## config.mk

```make
export PLATFORM = sky130hd
export DESIGN_NAME = nbit_comparator
export DESIGN_NICKNAME = d
export VERILOG_FILES = /design/src/rtl/nbit_cmp_pkg.sv /design/src/rtl/nbit_cmp_merge.sv /design/src/rtl/nbit_comparator.sv
export SDC_FILE = /design/constraint.sdc
export NUM_CORES = 1
export LEC_CHECK = 0
export CAP_MARGIN = 5
export CORE_AREA = 2 2 39 41
export CTS_BUF_LIST = sky130_fd_sc_hd__clkbuf_2
export CTS_CLUSTER_DIAMETER = 200
export CTS_CLUSTER_SIZE = 40
export DETAILED_ROUTE_END_ITERATION = 7
export DIE_AREA = 0 0 41 43
export GPL_ROUTABILITY_DRIVEN = 0
export HOLD_SLACK_MARGIN = 0.1
export PLACE_DENSITY = 0.58
export SYNTH_ARGS = -nofsm -noshare
export SYNTH_HDL_FRONTEND = slang
export SYNTH_SLANG_ARGS = --single-unit
```

## constraint.sdc

```tcl
create_clock -name clk -period 3 [get_ports clk]
set_input_delay 0.6 -clock clk [delete_from_list [all_inputs] [get_ports clk]]
set_output_delay 0.6 -clock clk [all_outputs]
set_load 0.05 [all_outputs]
```

## src/rtl/nbit_cmp_pkg.sv

```systemverilog
// Shared types for the magnitude comparator tree: per-node {gt, eq} result
// and {gt, lt, eq} flag encodings for scoreboards.
package nbit_cmp_pkg;

  typedef struct packed {
    logic gt;
    logic eq;
  } cmp_result_t;

  // Flag encodings ordered {gt, lt, eq}, matching the top-level output order.
  localparam logic [2:0] CMP_GT   = 3'b100;
  localparam logic [2:0] CMP_LT   = 3'b010;
  localparam logic [2:0] CMP_EQ   = 3'b001;
  localparam logic [2:0] CMP_NONE = 3'b000;

endpackage

```

## src/rtl/nbit_cmp_merge.sv

```systemverilog
// MSB-first merge of two comparison sub-results into one.
// Combinational, zero latency, no backpressure.
module nbit_cmp_merge
  import nbit_cmp_pkg::*;
(
  input  cmp_result_t hi,
  input  cmp_result_t lo,
  output cmp_result_t res
);

  // The high half decides unless it is equal, then the low half decides.
  assign res.gt = hi.gt | (hi.eq & lo.gt);
  assign res.eq = hi.eq & lo.eq;

endmodule

```

## src/rtl/nbit_comparator.sv

```systemverilog
// Registered N-bit signed/unsigned magnitude comparator with one-hot gt/lt/eq flags.
// Latency 1 cycle, accepts a sample every cycle, no backpressure.
module nbit_comparator
  import nbit_cmp_pkg::*;
#(
  parameter int N = 4
) (
  input  logic         clk,
  input  logic         rst_n,
  input  logic         in_valid,
  input  logic         cmp_signed,
  input  logic [N-1:0] A,
  input  logic [N-1:0] B,
  output logic         out_valid,
  output logic         A_gt_B,
  output logic         A_lt_B,
  output logic         A_eq_B
);

  localparam int D = $clog2(N);
  localparam int L = 1 << D;

  // Heap-ordered tree: node 0 is the root, children of i are 2i+1 (high) and
  // 2i+2 (low); leaves sit at L-1.., leftmost leaf holding the MSB.
  cmp_result_t node [2*L-1];

  for (genvar j = 0; j < L; j++) begin : g_leaf
    if (j == 0) begin : g_msb
      // Signed mode inverts the MSB sense: a 0 MSB means the larger value.
      assign node[L-1+j].gt = cmp_signed ? (~A[N-1] & B[N-1]) : (A[N-1] & ~B[N-1]);
      assign node[L-1+j].eq = ~(A[N-1] ^ B[N-1]);
    end else if (j < N) begin : g_bit
      assign node[L-1+j].gt = A[N-1-j] & ~B[N-1-j];
      assign node[L-1+j].eq = ~(A[N-1-j] ^ B[N-1-j]);
    end else begin : g_pad
      assign node[L-1+j].gt = 1'b0;
      assign node[L-1+j].eq = 1'b1;
    end
  end

  for (genvar i = 0; i < L-1; i++) begin : g_node
    nbit_cmp_merge u_merge (
      .hi  (node[2*i+1]),
      .lo  (node[2*i+2]),
      .res (node[i])
    );
  end

  always_ff @(posedge clk) begin
    if (!rst_n) begin
      out_valid <= 1'b0;
      A_gt_B    <= 1'b0;
      A_lt_B    <= 1'b0;
      A_eq_B    <= 1'b0;
    end else begin
      out_valid <= in_valid;
      if (in_valid) begin
        A_gt_B <= node[0].gt;
        A_lt_B <= ~node[0].gt & ~node[0].eq;
        A_eq_B <= node[0].eq;
      end
    end
  end

endmodule

```

==> results of run 1 <==
[placed cells by master (no fill, tap or decap), drive strengths merged]
cell,netlist,layout
o21ai,3,3
nand2,2,2
clkbuf,0,3
inv,6,6
o211ai,1,1
o21ba,1,1
mux2i,1,1
dfxtp,4,4
clkdlybuf4s50,0,15
nand4,1,1
and2,1,1
nand3,2,2
ha,5,5
a21oi,2,2
[cells in the mapped netlist]
cell type / n / area [sq um]
a21oi_1: 2 / 10.0
and2_1: 1 / 6.26
dfxtp_1: 4 / 80.1
ha_1: 5 / 62.6
inv_1: 6 / 22.5
mux2i_1: 1 / 10.0
nand2_1: 2 / 7.51
nand3_1: 2 / 10.0
nand4_1: 1 / 6.26
o211ai_1: 1 / 7.51
o21ai_0: 2 / 10.0
o21ai_1: 1 / 5.00
o21ba_1: 1 / 10.0
[layer usage]
| metal | vias up | global-route usage | share of wire |
|---|---|---|---|
| li1 | 135 | - | - |
| met1 | 100 | 0.0740 | 0.50 |
| met2 | 10 | 0.0719 | 0.42 |
| met3 | 0 | 0.0471 | 0.077 |
| met4 | 0 | 0.0200 | 0 |
| met5 | - | 0 | 0 |
[area by class of cell]
class	count	area [sq um]
Timing Repair Buffer	15	150
Sequential cell	4	80.1
Fill cell	165	951
Clock buffer	3	15.0
Multi-Input combinational cell	19	145
Inverter	6	22.5
Tap cell	16	20.0
[report_power, final]
part / leakage (nW) / total, mW / internal (mW) / switching (mW)
registers: 0.0332 / 0.0588 / 0.0573 / 0.00147
clock network: 0.0125 / 0.0467 / 0.0269 / 0.0199
logic: 0.160 / 0.0540 / 0.0271 / 0.0269
total: 0.205 / 0.160 / 0.111 / 0.0483
[kinds of logic (layout without fill, tap and decap cells)]
group / count (synthesis) / after routing / synth area share
buf+inv: 6 / 24 / 0.0909
flops: 4 / 4 / 0.323
simple gates: 6 / 6 / 0.121
mux: 1 / 1 / 0.0404
compound gates: 7 / 7 / 0.172
fa+ha+maj: 5 / 5 / 0.253
[registers in the layout, indices dropped and copies added (netlist names)]
name	count
A_eq_B	1
A_gt_B	1
A_lt_B	1
out_valid	1
[per-stage QoR]
| stage | utilization | cell area (sq um) | hold WS (ns) | worst slack (ns) |
|---|---|---|---|---|
| 3_3_place_gp | 0.302 | 418 | 0.464 | 1.06 |
| 3_5_place_dp | 0.302 | 418 | 0.466 | 1.06 |
| 2_1_floorplan | - | 248 | 0.689 | 1.61 |
| 6_report | 0.313 | 433 | 0.470 | 1.08 |
| 5_1_grt | 0.313 | 433 | 0.501 | 1.02 |
| 4_1_cts | 0.313 | 433 | 0.472 | 1.06 |
[how the worst max path moves through the flow]
stage,end,slack (ns),cells after the start
6_report,A_eq_B,1.08,1
3_3_place_gp,A_gt_B,1.06,6
3_5_place_dp,A_lt_B,1.06,6
4_1_cts,A_eq_B,1.06,1
5_1_grt,A_lt_B,1.02,1
2_1_floorplan,A_gt_B,1.61,5
==> results.cfg, run 1 <==
[route]
num_vias = 245
wl_um = 465
drc = 0
drt-wirelength-per-cell_um = 7.38
drt_iter0_markers = 0
drtPass1Iterations = 1
antenna_left = 0
via_per_inst = 3.89

[sta]
fin_crit_ns = 1.92
worst_slew_pin_slew_ns = 0.496
fin_crit_sh = 0.642
setup_viol = 0
skew_ns = 0
totalNegativeSetupSlack_ns = 0
slew_violations = 0
slew_headroom = 0.668
rsz0062_at_grt = no
fmax_ghz = 0.520
hold_viol_final = 0

[critical_path]
crit_chain = clkdlybuf4s50_1
cp-startpoint = A_eq_B
max_stage_delay_ns = 0.80
crit_arrival_ns = 1.32
cp_top_family = buffers and inverters
reg2reg_depth = 2
slowest_stage = clkdlybuf4s50_1
worstSetupPathType = flop to output port
critPathMaxFanout = 2
r2r-end = A_gt_B
required_ns = 2.40
crit_buf_inv = 1
critical_path.startpoint_type = flop
r2r_slack_ns = 2.33
r2r-start = A_gt_B
endpoint_kind = output port

[min_path]
min_to = A_lt_B
hold_start = A_lt_B
hold_class = flop to flop
hold_path_depth = 2

[clock_network]
hold_buffers = 0
clock_path_buffers = 2
numCtsBuffers = 3
cts_setup_buffers = 0
cts-root-buf = clkbuf_2
cts_tree = built
cts_resized = 0
cts_sinks = 4
clk_latency_ns = 0.20
clkTransAtPathRegs_ns = 0.04
ctsHtreeMaxLevel = 1

[synth]
yosys_warnings = 0
synth.avg_cell_area_sq_um = 8.54
synth-seq-area-share = 0.323
synthCells = 29
synth_nets = 46
synthesis.area_sq_um = 248
synth_seq_cells = 4
ys_types = 13

[global_routing]
grt_antenna_before_repair = 0
grt_pass1_wl_um = 676
grt_pass1_vias = 210
grt-ovfl-total = 0
gr-usage-all-layers = 0.0582
grt_max_degree = 7

[die]
die-area_sq_mm = 0.00176
initial_core_util = 0.179
die_width_um = 41
ios = 16
row_count = 14
coreArea_sq_mm = 0.00138
dieHeight_um = 43

[final_layout]
nNetsFinal = 66
antenna_cells = 0
drive_above_1_share = 0.0638
instances_no_fill = 63
syn2layout_area_growth_pct = 74.7

[status]
status = finished, final reports clean

[run]
max-cap-violations = 0

[placed_design]
dpl.cell_count = 60
port_buffers = 15

[pwr]
power.total_uw = 160
power_density_mw_per_mm2 = 369
vdd_drop_max_mv = 0.150
p_leak_nw = 0.205
Power figures use the tool's default switching activity.
==> run 2: changes to the inputs <==
--- a/config.mk
+++ b/config.mk
@@ -14,7 +14,7 @@
 export DIE_AREA = 0 0 41 43
 export GPL_ROUTABILITY_DRIVEN = 0
 export HOLD_SLACK_MARGIN = 0.1
-export PLACE_DENSITY = 0.58
+export PLACE_DENSITY = 0.59
 export SYNTH_ARGS = -nofsm -noshare
 export SYNTH_HDL_FRONTEND = slang
 export SYNTH_SLANG_ARGS = --single-unit
==> constraint.sdc (replaced) <==
create_clock -name clk -period 1.59 [get_ports clk]
set_input_delay 0.318 -clock clk [delete_from_list [all_inputs] [get_ports clk]]
set_output_delay 0.318 -clock clk [all_outputs]
set_load 0.05 [all_outputs]
==> run 2 against run 1 <==
  * Register-to-register slack worse by 1.4 ns
  * Clock skew stayed put
  * Setup slack worse by 0.90 ns
  * Largest cell class is now multi-input combinational cells
  * Combinational power grew 84%
  * Routed wire length increased by 11%
  * Sequential share of layout area grew 0.44 points
  * Cell count did not move
  * First-iteration DRC count unchanged
  * Global-route usage is 1.9 points higher
==> results.cfg, run 2 (synthesized netlist as in run 1, its figures left out) <==
[final_layout]
nNetsFinal = 66
final_area_sq_um = 423
finish.utilization = 0.306
antenna_cells = 0
mostFrequentLayoutCells = clkdlybuf4s50_1, inv_1, ha_1
multiInputGateArea_sq_um = 145
fillers = 162
drive_above_1_share = 0.149
seq_area_sq_um = 80.1
syn2layout_area_growth_pct = 70.7
final_common_cell = clkdlybuf4s50_1

[critical_path]
critical_path.startpoint_type = input pin
crit_arrival_ns = 1.51
endpoint_kind = flop
critPathMaxFanout = 3
required_ns = 1.69
worstSetupPathType = input pin to flop

[clock_network]
clkTransAtPathRegs_ns = 0.04
hold_buffers = 0
cts_tree = built
cts_resized = 0
cts_setup_buffers = 0
clock_path_buffers = 2
cts_sinks = 4
ctsHtreeMaxLevel = 1
numCtsBuffers = 3
clk_latency_ns = 0.21
cts-root-buf = clkbuf_2

[pwr]
p_leak_nw = 0.212
power.total_uw = 307
power_density_mw_per_mm2 = 726
vdd_drop_max_mv = 0.268

[sta]
setup_viol = 0
fin_crit_sh = 0.892
fin_crit_ns = 1.42
skew_ns = 0
slew_headroom = 0.858
worst_slew_pin_slew_ns = 0.212
fmax_ghz = 0.705
hold_viol_final = 0
slew_violations = 0
rsz0062_at_grt = no
totalNegativeSetupSlack_ns = 0

[placed_design]
port_buffers = 15
placed_cell_area_sq_um = 408

[global_routing]
grt_max_degree = 7
grt_pass1_vias = 213
grt-ovfl-total = 0
gr-usage-all-layers = 0.0773
grt_antenna_before_repair = 0
grt_pass1_wl_um = 814

[route]
drc = 0
antenna_left = 0
drt_iter0_markers = 0
drtPass1Iterations = 1
num_vias = 245
wl_um = 515
drt-wirelength-per-cell_um = 8.17
via_per_inst = 3.89

[die]
row_count = 14
coreArea_sq_mm = 0.00138
ios = 16
dieHeight_um = 43
die_width_um = 41
initial_core_util = 0.179
die-area_sq_mm = 0.00176

[run]
max-cap-violations = 0

[min_path]
hold_class = flop to flop

[status]
status = finished, final reports clean
[run 2: cell count changes in the layout (fill, tap and decap cells not counted), sizes merged]
cell / previous run / this run
buf: 0 / 4
clkdlybuf4s50: 15 / 11
[run 2: cell type report]
cell class,count,area share
clock buffers,3,0.0355
well taps,16,0.0473
flip-flops and latches,4,0.189
inverters,6,0.0533
repair buffers,15,0.331
multi-input cells,19,0.343
[run 2: metal layers]
metal | part of all wire | global-route usage
met1 | 0.46 | 0.0932
met2 | 0.37 | 0.0719
met3 | 0.15 | 0.0838
met4 | 0.021 | 0.0600
met5 | 0 | 0
[run 2: worst paths after layout]
kind / from / end / slack [ns] / cells after the start
setup / recovery: A[3] / A_lt_B / 0.17 / 6
hold / removal: A_lt_B / A_lt_B / 0.47 / 2
setup reg to reg: A_gt_B / A_gt_B / 0.91 / 2
hold reg to reg: A_lt_B / A_lt_B / 0.47 / 2
[run 2: worst max-delay path, cell delays in order]
cell and delay (ns):
clkdlybuf4s50_1 0.48, inv_1 0.05, ha_1 0.30, nand2_1 0.06, o211ai_1 0.22, o21ai_1 0.10
[run 2: stage by stage]
stage / std cells / hold WS (ns) / setup slack, ns
finish: 63 / 0.472 / 0.171
global route: 63 / 0.492 / 0.0402
CTS: 63 / 0.475 / 0.155
detailed placement: 60 / 0.468 / -0.0747
global placement: 60 / 0.471 / -0.0486
floorplan: 29 / 0.407 / 0.478
[run 2: report_power, final]
group | total, mW | switching (mW) | internal [mW]
registers | 0.111 | 0.00329 | 0.108
logic | 0.0991 | 0.0508 | 0.0484
clock network | 0.0966 | 0.0458 | 0.0508
